[config.mk]
export PLATFORM = sky130hd
export DESIGN_NAME = uart_tx_arbiter
export DESIGN_NICKNAME = d
export VERILOG_FILES = /design/src/rtl/uart_tx_arbiter.sv
export SDC_FILE = /design/constraint.sdc
export NUM_CORES = 1
export LEC_CHECK = 0
export CORE_UTILIZATION = 53
export CTS_CLUSTER_SIZE = 24
export DETAILED_ROUTE_END_ITERATION = 16
export PLACE_DENSITY_LB_ADDON = 0.2
export SETUP_SLACK_MARGIN = 0.5
export SLEW_MARGIN = 5
export SYNTH_ARGS = -nofsm -noshare
export SYNTH_HDL_FRONTEND = slang
export SYNTH_SLANG_ARGS = --single-unit
[constraint.sdc]
create_clock -name clk -period 2.9 [get_ports clk]
set_clock_uncertainty 0.05 [all_clocks]
set_input_delay 0.435 -clock clk [delete_from_list [all_inputs] [get_ports clk]]
set_output_delay 0.435 -clock clk [all_outputs]
set_load 0.1 [all_outputs]
[src/rtl/uart_tx_arbiter.sv]
// uart_tx_arbiter: packet-level round-robin arbiter that shares a single UART
// transmitter between several valid/ready/last byte-stream sources. A
// requester keeps its grant for a whole packet. The grant is released on the
// last byte, or when the requester stalls mid-packet for too long.
module uart_tx_arbiter #(
    parameter int NREQ         = 3,
    parameter int IDLE_TIMEOUT = 1_000_000
) (
    input  logic              clk,
    input  logic              rst,
    input  logic [NREQ-1:0]   i_req_valid,
    input  logic [8*NREQ-1:0] i_req_data,
    input  logic [NREQ-1:0]   i_req_last,
    output logic [NREQ-1:0]   o_req_ready,
    output logic [NREQ-1:0]   o_grant,
    output logic              o_tx_start,
    output logic [7:0]        o_tx_data,
    input  logic              i_tx_busy,
    input  logic              i_tx_done,
    output logic              o_abort,
    output logic              o_busy
);

    localparam int IW = $clog2(NREQ);
    localparam int CW = $clog2(IDLE_TIMEOUT);
    localparam logic [CW-1:0] TO_MAX   = CW'(IDLE_TIMEOUT - 1);
    localparam logic [IW-1:0] IDX_LAST = IW'(NREQ - 1);

    typedef enum logic [1:0] {
        IDLE,
        WAIT_BYTE,
        START,
        WAIT_DONE
    } state_t;

    state_t          state_reg, state_next;
    logic [NREQ-1:0] grant_reg, grant_next;
    logic [IW-1:0]   grant_idx_reg, grant_idx_next;
    logic [IW-1:0]   ptr_reg, ptr_next;
    logic [7:0]      data_reg, data_next;
    logic            last_reg, last_next;
    logic [CW-1:0]   count_reg, count_next;

    logic            win_found;
    logic [IW-1:0]   win_idx;
    logic [IW-1:0]   cand;
    logic [NREQ-1:0] win_onehot;
    logic [7:0]      byte_masked [NREQ];
    logic [7:0]      sel_data;
    logic            sel_valid;
    logic            sel_last;
    logic            in_wait_byte;
    logic            handshake;

    assign in_wait_byte = (state_reg == WAIT_BYTE);
    assign sel_valid    = |(i_req_valid & grant_reg);
    assign sel_last     = |(i_req_last & grant_reg);
    assign handshake    = in_wait_byte & sel_valid & ~i_tx_busy;

    // Per-requester slices: masked byte lanes, one-hot winner decode, ready.
    // Only the granted requester is ever readied.
    genvar gi;
    generate
        for (gi = 0; gi < NREQ; gi++) begin : g_req
            assign byte_masked[gi] = i_req_data[8*gi +: 8] & {8{grant_reg[gi]}};
            assign win_onehot[gi]  = (win_idx == IW'(gi));
            assign o_req_ready[gi] = in_wait_byte & grant_reg[gi] & i_req_valid[gi] & ~i_tx_busy;
        end
    endgenerate

    // Byte of the granted requester (grant is one-hot, so OR-merge the lanes).
    always_comb begin
        sel_data = 8'h00;
        for (int k = 0; k < NREQ; k++) begin
            sel_data = sel_data | byte_masked[k];
        end
    end

    // Round-robin search: first valid index after ptr, wrapping modulo NREQ.
    always_comb begin
        win_found = 1'b0;
        win_idx   = '0;
        cand      = ptr_reg;
        for (int k = 0; k < NREQ; k++) begin
            cand = (cand == IDX_LAST) ? '0 : cand + IW'(1);
            if (!win_found && i_req_valid[cand]) begin
                win_found = 1'b1;
                win_idx   = cand;
            end
        end
    end

    // State and datapath registers; reset drops any packet in flight.
    always_ff @(posedge clk or posedge rst) begin
        if (rst) begin
            state_reg     <= IDLE;
            grant_reg     <= '0;
            grant_idx_reg <= '0;
            ptr_reg       <= IDX_LAST;
            data_reg      <= 8'h00;
            last_reg      <= 1'b0;
            count_reg     <= '0;
        end else begin
            state_reg     <= state_next;
            grant_reg     <= grant_next;
            grant_idx_reg <= grant_idx_next;
            ptr_reg       <= ptr_next;
            data_reg      <= data_next;
            last_reg      <= last_next;
            count_reg     <= count_next;
        end
    end

    // Next-state logic and the start/abort pulses.
    always_comb begin
        state_next     = state_reg;
        grant_next     = grant_reg;
        grant_idx_next = grant_idx_reg;
        ptr_next       = ptr_reg;
        data_next      = data_reg;
        last_next      = last_reg;
        count_next     = count_reg;
        o_tx_start     = 1'b0;
        o_abort        = 1'b0;

        case (state_reg)
            IDLE: begin
                grant_next = '0;
                count_next = '0;
                if (win_found) begin
                    grant_next     = win_onehot;
                    grant_idx_next = win_idx;
                    state_next     = WAIT_BYTE;
                end
            end
            WAIT_BYTE: begin
                if (handshake) begin
                    data_next  = sel_data;
                    last_next  = sel_last;
                    count_next = '0;
                    state_next = START;
                end else if (!sel_valid) begin
                    // A stall only counts while the granted source is silent;
                    // transmitter backpressure never advances the timeout.
                    if (count_reg == TO_MAX) begin
                        o_abort    = 1'b1;
                        ptr_next   = grant_idx_reg;
                        grant_next = '0;
                        count_next = '0;
                        state_next = IDLE;
                    end else begin
                        count_next = count_reg + CW'(1);
                    end
                end
            end
            START: begin
                o_tx_start = 1'b1;
                state_next = WAIT_DONE;
            end
            WAIT_DONE: begin
                if (i_tx_done) begin
                    count_next = '0;
                    if (last_reg) begin
                        ptr_next   = grant_idx_reg;
                        grant_next = '0;
                        state_next = IDLE;
                    end else begin
                        state_next = WAIT_BYTE;
                    end
                end
            end
            default: begin
                grant_next = '0;
                state_next = IDLE;
            end
        endcase
    end

    assign o_grant   = grant_reg;
    assign o_tx_data = data_reg;
    assign o_busy    = (state_reg != IDLE);

endmodule

Word level (Yosys, flattened, before mapping)
Cells that the tools add are included.
W data, S select, Z words.
{ "word_totals": {"register_bits": 38, "inputBits": 34, "output_inout_bits": 17, "word_cells": 112} }
{ "op_classes": {"n_addsub": 4, "magnitude_cmp": 3, "n_eq_ne": 17, "mux": 45, "bitwise_logic": 19, "n_reduce_logical": 17} }
{ "ops": {"columns": ["op", "count"], "rows": [
  ["$mux W20", 4],
  ["$pmux W20 S3", 1],
  ["$mux W2", 16],
  ["$and A8 B8 Y8", 3],
  ["$add A20 B1 Y20 const B", 1],
  ["$eq A20 B20 Y1 const B", 1],
  ["$mux W3", 6],
  ["$or A8 B8 Y8", 2],
  ["$eq A2 B2 Y1 const B", 6],
  ["$mux W1", 12],
  ["$reduce_and A6 Y1", 2],
  ["$and A1 B1 Y1", 11],
  ["$ne A2 B2 Y1 const B", 5],
  ["$lt A2 B3 Y1 const B", 3],
  ["$pmux W3 S3", 1],
  ["$pmux W2 S4", 1],
  ["$add A2 B1 Y2 const B", 3],
  ["$and A3 B3 Y3", 2],
  ["$bmux W1 S2", 3],
  ["$reduce_or A3 Y1", 2],
  ["$eq A2 B1 Y1 const B", 2],
  ["$logic_not A2 Y1", 2],
  ["$pmux W2 S2", 1],
  ["$reduce_and A2 Y1", 2],
  ["10 further kinds", 13]
]} }

Depth between registers and ports, before layout
Gate-level depths: netlist of run 1.
{ "logic_depth": {"depth_word": 14, "depth_mapped": 7, "ltp_nobuf": 6} }

Worst setup path after synthesis of run 1
Ideal clock, no wire load.
{ "synth_timing": {"path_kind": "register to output", "from": "reg grant_reg[2], in the netlist o_grant[2]", "to": "out o_req_ready[2]", "arrival_time_ns": 3.422, "t_required_ns": 2.415, "slack_ns": -1.007, "path_stages_with_launch": 4, "n_path_buf": 1, "path_cell_list": "dfrtp_1 > clkbuf_1 > nand2_1 > nor3_1"} }
{ "synth_via": {"elab_chain_len": 3} }
{ "synth_lines": {"columns": ["element", "line_no", "source"], "rows": [
  ["start: declaration", "37", "logic [NREQ-1:0] grant_reg, grant_next;"],
  ["start signal: assignment", "105", "grant_reg <= grant_next;"],
  ["$and A1 B1 Y1 (3 in series)", "67", "assign o_req_ready[gi] = in_wait_byte & grant_reg[gi] & i_req_valid[gi] & ~i_tx_busy;"],
  ["end: declaration", "14", "output logic [NREQ-1:0] o_req_ready,"]
]} }
Every way passes these cells.

Worst setup path in the final report of run 1
{ "layout_timing": {"from": "in i_req_valid[1]", "to": "out o_abort"} }
{ "layout_via": {"elab_chain_len": 6, "word_cells_on_any_way": 7, "classes_between": "mux: 3; bitwise: 3; reduce/logical: 1"} }
{ "layout_lines": {"columns": ["element", "line_no", "source"], "rows": [
  ["start: declaration", "11", "input logic [NREQ-1:0] i_req_valid,"],
  ["$and A3 B3 Y3 *", "56", "assign sel_valid = |(i_req_valid & grant_reg);"],
  ["$reduce_or A3 Y1 *", "56", null],
  ["$and A1 B1 Y1 (2 in series)", "58", "assign handshake = in_wait_byte & sel_valid & ~i_tx_busy;"],
  ["$mux W1 *", "137", "if (handshake) begin"],
  ["$mux W1 *", "126", "case (state_reg)"],
  ["end: declaration", "20", "output logic o_abort,"]
]} }
Mark *: on every way between the ends. The rest lies on a longest branch, timed or not.

==> reports/results.tsv, run 1 <==
metric	value	unit
cell area after layout	2791	µm²
H-tree depth	2	
Area contributors post-synth	dfrtp_1 (45%), nor2_1 (6.2%), a222oi_1 (4.9%)	
number of global-route vias before repair	1823	
number of flops mapped to enable cells by yosys	0	
Yosys reg bits	38	
met2 Use GR	42.95	%
CP Launch Type	primary input	
IO Port Bufs	50	
starting density of the core	55.50	%
total leakage power	1.203	nW
non-filler cells, final	324	
critical-path cell list	clkdlybuf4s50_1 > a222oi_1 > buf_4 > and4_2 > buf_12	
post-synth top area share	45.23	%
Core Region	3689	µm²
via count	1887	
# diodes	0	
Reg2Reg Depth	7	
final slew viol count	0	
busiest layer in global routing	met2	
Final Power	1.026	mW
CP max stage delay	510	ps
GR met1 Demand/Resource	35.20	%
reg2reg start	o_grant[2]$_DFFE_PP0P_	
Synth Flop Type	dfrtp_1	
Residual DRC	0	
die width	64.15	µm
RSZ-0062 raised after global routing	no	
Critical Path RT	2410	ps
R2R Setup Slk	740	ps
Iter 0 DRT Violations	260	
CP Class	primary input to output port	
pwr dens	367.4	nW/µm²
register area share after synthesis	46.52	%
Final TNS setup	0	ps
Wirelength per Cell	15.23	µm
Cells after DPL	313	
gpl congestion	0.8823	
max reg flops	20	
Worst-path clk slew	70	ps
Crit. End Element	output port	
cts bufs inserted	5	
max-capacitance violation count	0	
largest net degree at the start of global routing	39	
Hold Path End	count_reg[1]$_DFFE_PP0P_	
met3 usage	8.036	%
HP Start	count_reg[1]$_DFFE_PP0P_	
Final min period	2299	ps
DIE AREA	4115	µm²
commonest cells in the synthesized netlist	dfrtp_1 (37), nor2_1 (34), nand3_1 (14)	
first-pass GRT wire length	8355	µm
Ports	51	
CTS tree	yes	
synth warn	0	
Post-Syn Nets	256	
Post-synth ARST share	100.0	%
slowest cell on the critical path	clkdlybuf4s50_1	
Hold Fails Final Rpt	0	
Yosys top cell by area	dfrtp_1	
arrival time worst endpoint	1810	ps
most numerous cell in the Yosys netlist	dfrtp_1	
hold depth	2	
DIE HEIGHT	64.15	µm
Cell variety after synth	44	
cells after synthesis	221	
Worst-Margin Slew	626.5	ps
row cnt	22	
Slew headroom	58.10	%
initial antenna violation count	0	
Routed WL	4935	µm
Post-Syn Area	2047	µm²
clock root buffer	clkbuf_8	
CTS sink count	38	
VDD IR max	363.2	µV
ANT nets after route	0	
clock buffer depth	2	
crit share post-route	79.27	%
reg-to-reg endpoint	count_reg[19]$_DFFE_PP0P_	
GRT Util Overall	26.79	%
HPWL after DPL	3485	µm
grt total ovfl	0	
Setup violations, final	0	
Total Nets Final	310	
CP max FO	7	
post-placement cell area	2634	µm²
share of layout cells above drive strength 1	17.75	%
Via density	5.824	
fmax	435.0	MHz
path type of the worst min-delay path	flip-flop to flip-flop	
Avg Cell Area, Syn	9.262	µm²
area grow syn2layout	36.37	%
DR pass1 iterations	4	
outcome	finished clean	
Clk Latency, worst-skew pair	300	ps
[final cells by class]
type / count / area, µm²
clock buffer: 8 / 110.1
fill: 275 / 897.1
timing repair buffer: 55 / 550.5
tap: 48 / 60.06
multi-input combinational: 166 / 1076
sequential: 38 / 960.9
inverter: 9 / 33.78
[kinds of logic (layout without fill, tap and decap cells)]
kind of cell    Yosys count  in the layout  synth area share [%]
simple gates            102            102                 25.61
buf+inv                  17             72                 3.606
flops                    38             38                 46.52
compound gates           47             47                 16.57
xor+xnor                 14             14                 5.990
mux                       2              2                 1.100
fa+ha+maj                 1              1                0.6111
[power breakdown]
| group | total (mW) | switching [mW] | internal [mW] |
|---|---|---|---|
| logic | 0.0674 | 0.0255 | 0.0418 |
| registers | 0.530 | 0 | 0.530 |
| clock network | 0.429 | 0.189 | 0.240 |
[how the worst max path moves through the flow]
stage,startpoint,end,slack (ps),cells after the start
floorplan,o_grant[2]$_DFFE_PP0P_,o_req_ready[2],460,3
global placement,i_req_valid[2],count_reg[17]$_DFFE_PP0P_,360,6
detailed placement,i_req_valid[2],count_reg[16]$_DFFE_PP0P_,340,6
CTS,i_req_valid[2],o_abort,530,5
global route,count_reg[0]$_DFFE_PP0P_,o_abort,530,5
finish,i_req_valid[1],o_abort,600,5
[placed cells by master, fill, tap and decap left out, types with 3 or more instances in the layout]
cell type,netlist,routed
o21ai_0,10,10
nand4_1,7,7
nor2b_1,5,5
nand2b_1,3,3
nand2_1,13,13
xor2_1,7,7
nor4_1,4,4
buf_4,2,18
inv_1,9,9
a21oi_1,13,13
dfrtp_1,37,34
nand3_1,14,14
nor3_1,7,4
a222oi_1,10,10
o22ai_1,3,3
xnor2_1,7,7
nor3_4,0,4
buf_12,0,4
clkbuf_8,0,8
clkdlybuf4s50_1,0,31
nor2_1,34,34
[per-layer routing]
layer,vias to the layer above,share of wire (%)
met5,-,0
met3,5,4.6
met2,54,48
met1,915,47
met4,0,1.0
li1,913,-
[critical path, delay by kind of cell]
family | cells | cell delay (ps)
simple gates | 1 | 230
buf+inv | 3 | 860
compound gates | 1 | 290
[metrics by stage]
step           util (%)  setup WS, ps  hold slack (ps)
5_1_grt           75.68         528.3            488.9
4_1_cts           74.83         526.0            471.9
3_3_place_gp      71.40         357.2            438.3
2_1_floorplan         -         459.8            420.8
3_5_place_dp      71.40         338.4            452.8
6_report          75.68         601.2            471.9
[repair_timing]
item,CTS,global route
cloned,0,0
resized for setup,1,4
pin swaps,0,2
setup endpoints to repair,1,26
hold buffers,0,0
endpoints found under the hold margin,0,0
buffers inserted,1,2
Note: power is estimated with default switching activity, not from simulation.
==> run 2: changes to the inputs <==
--- a/config.mk
+++ b/config.mk
@@ -5,7 +5,7 @@
 export SDC_FILE = /design/constraint.sdc
 export NUM_CORES = 1
 export LEC_CHECK = 0
-export CORE_UTILIZATION = 53
+export CORE_UTILIZATION = 49
 export CTS_CLUSTER_SIZE = 24
 export DETAILED_ROUTE_END_ITERATION = 16
 export PLACE_DENSITY_LB_ADDON = 0.2
==> constraint.sdc (replaced) <==
create_clock -name clk -period 2.3 [get_ports clk]
set_clock_uncertainty 0.05 [all_clocks]
set_input_delay 0.345 -clock clk [delete_from_list [all_inputs] [get_ports clk]]
set_output_delay 0.345 -clock clk [all_outputs]
set_load 0.1 [all_outputs]
==> run 2 against run 1 <==
- wire length is 37% higher
- non-clock buffer count is 30 higher
- cell count is 10% higher
- count of clock-buffer cells in the layout is 2 lower
- combinational power is 46% higher
- flip-flop and latch count stayed put
- first-iteration DRC count is 16% lower
- global-route usage is 0.21 points higher
- critical path depth is 1 lower
- final area is 23% higher
- clock power is 68% higher
- via count is 15% higher
==> reports/results.tsv, run 2 (synthesized netlist as in run 1, its figures left out) <==
metric	value	unit
VDD IR max	441.8	µV
DIE HEIGHT	66.64	µm
CP Launch Type	flip-flop	
Setup violations, final	0	
Final min period	2145	ps
DIE AREA	4440	µm²
Reg2Reg Depth	8	
Hold Fails Final Rpt	0	
cts bufs inserted	5	
Final Core Density	85.58	%
R2R Setup Slk	170	ps
row cnt	23	
hold_ws	417.5	ps
max reg flops	20	
area grow syn2layout	67.24	%
initial antenna violation count	0	
outcome	finished clean	
non-filler cells, final	357	
ANT nets after route	0	
arrival time worst endpoint	1750	ps
critical-path cell list	a222oi_1 > buf_4 > and4_4 > buf_12	
Final Power	1.486	mW
final slew viol count	0	
CP max stage delay	480	ps
fmax	466.1	MHz
H-tree depth	2	
CTS sink count	38	
Slew headroom	61.15	%
die width	66.64	µm
hold-fix buffers at CTS	0	
Reg area	965.9	µm²
reg-to-reg endpoint	ptr_reg[0]$_DFFE_PP0P_	
Layout fillers	198	
# diodes	0	
IO Port Bufs	50	
Routed WL	6773	µm
CTS tree	yes	
reg2reg start	o_grant[2]$_DFFE_PP0P_	
largest net degree at the start of global routing	39	
Total Nets Final	341	
Cells after DPL	329	
max-capacitance violation count	0	
number of global-route vias before repair	1911	
first-pass GRT wire length	8825	µm
crit share post-route	93.28	%
total leakage power	1.445	nW
share of layout cells above drive strength 1	39.74	%
clock root buffer	clkbuf_8	
CP max FO	2	
grt total ovfl	0	
slowest cell on the critical path	dfrtp_4	
Residual DRC	0	
gpl congestion	0.8933	
clock buffer depth	2	
starting density of the core	51.17	%
CP Class	flip-flop to output port	
DR pass1 iterations	5	
post-placement cell area	2834	µm²
Final TNS setup	0	ps
RSZ-0062 raised after global routing	yes	
GRT Util Overall	26.99	%
Critical Path RT	1900	ps
cell area after layout	3423	µm²
via count	2172	
multi-input logic area	1334	µm²
Worst-Margin Slew	580.6	ps
path type of the worst min-delay path	primary input to async pin	
Final WS setup	154.5	ps
Iter 0 DRT Violations	218	
pwr dens	434.2	nW/µm²
Via density	6.084	
CP top delay family	flip-flops	
most common cell after layout, fill and taps aside	buf_4	
Wirelength per Cell	18.97	µm
Crit. End Element	output port	
Worst-path clk slew	80	ps
HPWL after DPL	3769	µm
Ports	51	
Place WS	59.36	ps
Core Region	4000	µm²
commonest non-fill, non-tap cells in the layout	buf_4 (33), dfrtp_1 (32), clkdlybuf4s50_1 (29)	
Clk Latency, worst-skew pair	310	ps
CP bufs+invs	2	
==> run 2: changes by cell type in the layout (fill, tap and decap cells not counted), sizes merged, moves of 2 or more <==
cell           previous run  this run
buf                      22        49
bufinv                    0         2
clkdlybuf4s50            31        29
dlygate4sd2               0         4
dlymetal6s2s              2         0
==> run 2: area by class of cell <==
cell class	count	area share [%]
clock buffer	6	2.412
clock inverter	2	1.754
inverter	9	0.9868
multi-input combinational	167	38.96
sequential	38	28.22
tap	50	1.827
timing repair buffer	85	25.84
==> run 2: metal layers <==
| metal | track usage [%] | routed length [µm] |
|---|---|---|
| met1 | 34.29 | 2608 |
| met2 | 44.07 | 3434 |
| met3 | 6.507 | 587 |
| met4 | 10.37 | 143 |
| met5 | 0 | 0 |
==> run 2: report_power, final <==
| part | internal [mW] | total (mW) | leakage, nW | switching [mW] |
|---|---|---|---|---|
| logic | 0.0594 | 0.0987 | 0.874 | 0.0394 |
| clock network | 0.463 | 0.720 | 0.0714 | 0.257 |
| registers | 0.667 | 0.667 | 0.500 | 0 |
==> run 2: worst max-delay path by stage <==
stage,start,end,cells past startpoint
after floorplan,o_grant[2]$_DFFE_PP0P_,o_req_ready[2],3
after global placement,i_req_valid[2],count_reg[19]$_DFFE_PP0P_,7
after detailed placement,i_req_valid[2],count_reg[19]$_DFFE_PP0P_,7
after CTS,o_grant[2]$_DFFE_PP0P_,o_abort,4
after global routing,o_grant[2]$_DFFE_PP0P_,ptr_reg[0]$_DFFE_PP0P_,8
final,o_grant[2]$_DFFE_PP0P_,o_abort,4
==> run 2: tightest hold or removal path, stage by stage <==
cell and delay [ps]:
clkdlybuf4s50_1 410, inv_1 50, buf_4 410
==> run 2: what timing repair did <==
item / CTS / global route
resized for setup: 18 / 48
setup buffers: 10 / 6
gates cloned: 1 / 3
pin swaps: 9 / 6
endpoints found under the setup margin: 40 / 41
endpoints found under the hold margin: 0 / 0
==> run 3: changes to the inputs <==
--- a/config.mk
+++ b/config.mk
@@ -5,9 +5,10 @@
 export SDC_FILE = /design/constraint.sdc
 export NUM_CORES = 1
 export LEC_CHECK = 0
-export CORE_UTILIZATION = 49
+export CORE_UTILIZATION = 60
 export CTS_CLUSTER_SIZE = 24
 export DETAILED_ROUTE_END_ITERATION = 16
+export DONT_BUFFER_PORTS = 1
 export PLACE_DENSITY_LB_ADDON = 0.2
 export SETUP_SLACK_MARGIN = 0.5
 export SLEW_MARGIN = 5
==> constraint.sdc (replaced) <==
create_clock -name clk -period 2.3 [get_ports clk]
set_clock_uncertainty 0.05 [all_clocks]
set_input_delay 0.345 -clock clk [delete_from_list [all_inputs] [get_ports clk]]
set_output_delay 0.345 -clock clk [all_outputs]
set_load 0.01 [all_outputs]
==> run 3 against run 2 <==
- clock power is 37% lower
- flip-flop and latch count stayed put
- final area is 21% lower
- wire length is 7.4% lower
- critical path depth is 1 lower
- via count is 9.2% lower
==> reports/results.tsv, run 3 (synthesized netlist as in run 1, its figures left out) <==
metric	value	unit
Final TNS setup	0	ps
GRT Util Overall	32.11	%
RSZ-0062 raised after global routing	yes	
max-capacitance violation count	0	
Layout fillers	165	
Final Core Density	85.36	%
Setup violations, final	0	
HPWL after DPL	3284	µm
IO Port Bufs	0	
Total Nets Final	284	
DR pass1 iterations	4	
Worst-path clk slew	120	ps
Via density	6.707	
DIE HEIGHT	60.41	µm
Crit. End Element	output port	
crit share post-route	92.48	%
share of layout cells above drive strength 1	35.20	%
Hold Fails Final Rpt	0	
DIE AREA	3649	µm²
CTS tree	yes	
Wirelength per Cell	21.33	µm
final slew viol count	0	
Core Region	3153	µm²
path type of the worst min-delay path	primary input to flip-flop	
Ports	51	
area grow syn2layout	31.48	%
first-pass GRT wire length	8397	µm
Cells after DPL	264	
multi-input logic area	1289	µm²
total leakage power	1.125	nW
cts bufs inserted	5	
CP Class	flip-flop to output port	
H-tree depth	2	
Clk Latency, worst-skew pair	350	ps
CP max FO	4	
commonest non-fill, non-tap cells in the layout	dfrtp_1 (35), nor2_1 (18), buf_4 (18)	
grt total ovfl	0	
ANT nets after route	0	
pwr dens	425.8	nW/µm²
Residual DRC	0	
non-filler cells, final	294	
via count	1972	
gpl congestion	0.8043	
clock root buffer	clkbuf_4	
initial antenna violation count	0	
die width	60.41	µm
Final min period	2127	ps
Iter 0 DRT Violations	231	
arrival time worst endpoint	1730	ps
Critical Path RT	1900	ps
number of global-route vias before repair	1847	
# diodes	0	
largest net degree at the start of global routing	21	
max reg flops	20	
starting density of the core	64.92	%
CP Launch Type	flip-flop	
VDD IR max	437.1	µV
Routed WL	6272	µm
CTS sink count	38	
Worst-Margin Slew	759.5	ps
outcome	finished clean	
Slew headroom	49.31	%
fmax	470.1	MHz
clock buffer depth	2	
Reg area	954.7	µm²
row cnt	20	
most common cell after layout, fill and taps aside	dfrtp_1	
## run 3: final cells by class
type | count | area share, %
multi-input cells | 166 | 47.88
flip-flops and latches | 38 | 35.47
repair buffers | 29 | 10.55
well taps | 44 | 2.046
clock buffers | 7 | 1.674
inverters | 9 | 1.255
clock inverters | 1 | 1.116
## run 3: path summary, 6_finish.rpt
kind                                         startpoint                        end  slack [ps]  cells after the start
setup reg to reg               count_reg[1]$_DFFE_PP0P_   count_reg[8]$_DFFE_PP0P_         170                     10
min in group asynchronous                           rst   count_reg[6]$_DFFE_PP0P_         520                      2
hold reg to reg            grant_idx_reg[0]$_DFFE_PP0P_     ptr_reg[0]$_DFFE_PP0P_         470                      1
max in group asynchronous                           rst  count_reg[18]$_DFFE_PP0P_        1030                      3
hold / removal                           i_req_valid[2]     o_grant[2]$_DFFE_PP0P_          90                      2
setup / recovery               count_reg[8]$_DFFE_PP0P_                    o_abort         170                      3
## run 3: power breakdown
group / total [mW] / leakage, nW / switching [mW] / internal, mW
Clock: 0.453 / 0.0395 / 0.223 / 0.231
Combinational: 0.0251 / 0.579 / 0.0181 / 0.00701
Sequential: 0.668 / 0.506 / 0 / 0.668
## run 3: worst max-delay path: stages, from the launching register on
cell and delay, ps:
dfrtp_1 420, nor4_1 320, and4b_2 370, and4_4 260
## run 3: routing by layer
metal | GRT usage (%) | part of all wire, % | vias up
met5 | 0 | 0 | -
met4 | 16.56 | 4.9 | 0
met3 | 8.102 | 7.1 | 36
met2 | 56.67 | 50 | 124
met1 | 35.79 | 38 | 944
li1 | - | - | 868
## run 3: stage by stage
stage               hold WS (ps)  worst slack (ps)  cell area (µm²)  power [mW]
floorplan                  420.8             521.7             2047      0.6970
global placement           347.3             341.2             2115      0.7032
detailed placement         361.6             153.7             2115      0.7042
CTS                        111.0             320.6             2476       1.133
global route               100.7             105.3             2691       1.171
finish                     94.89             172.9             2691       1.146
## run 3: timing repair
item,4_1_cts,5_1_grt
hold buffers,1,0
pin swaps,15,16
setup buffers,18,2
gates resized for setup,25,52
cloned,1,0
setup endpoints to repair,26,31
hold endpoints to repair,13,0
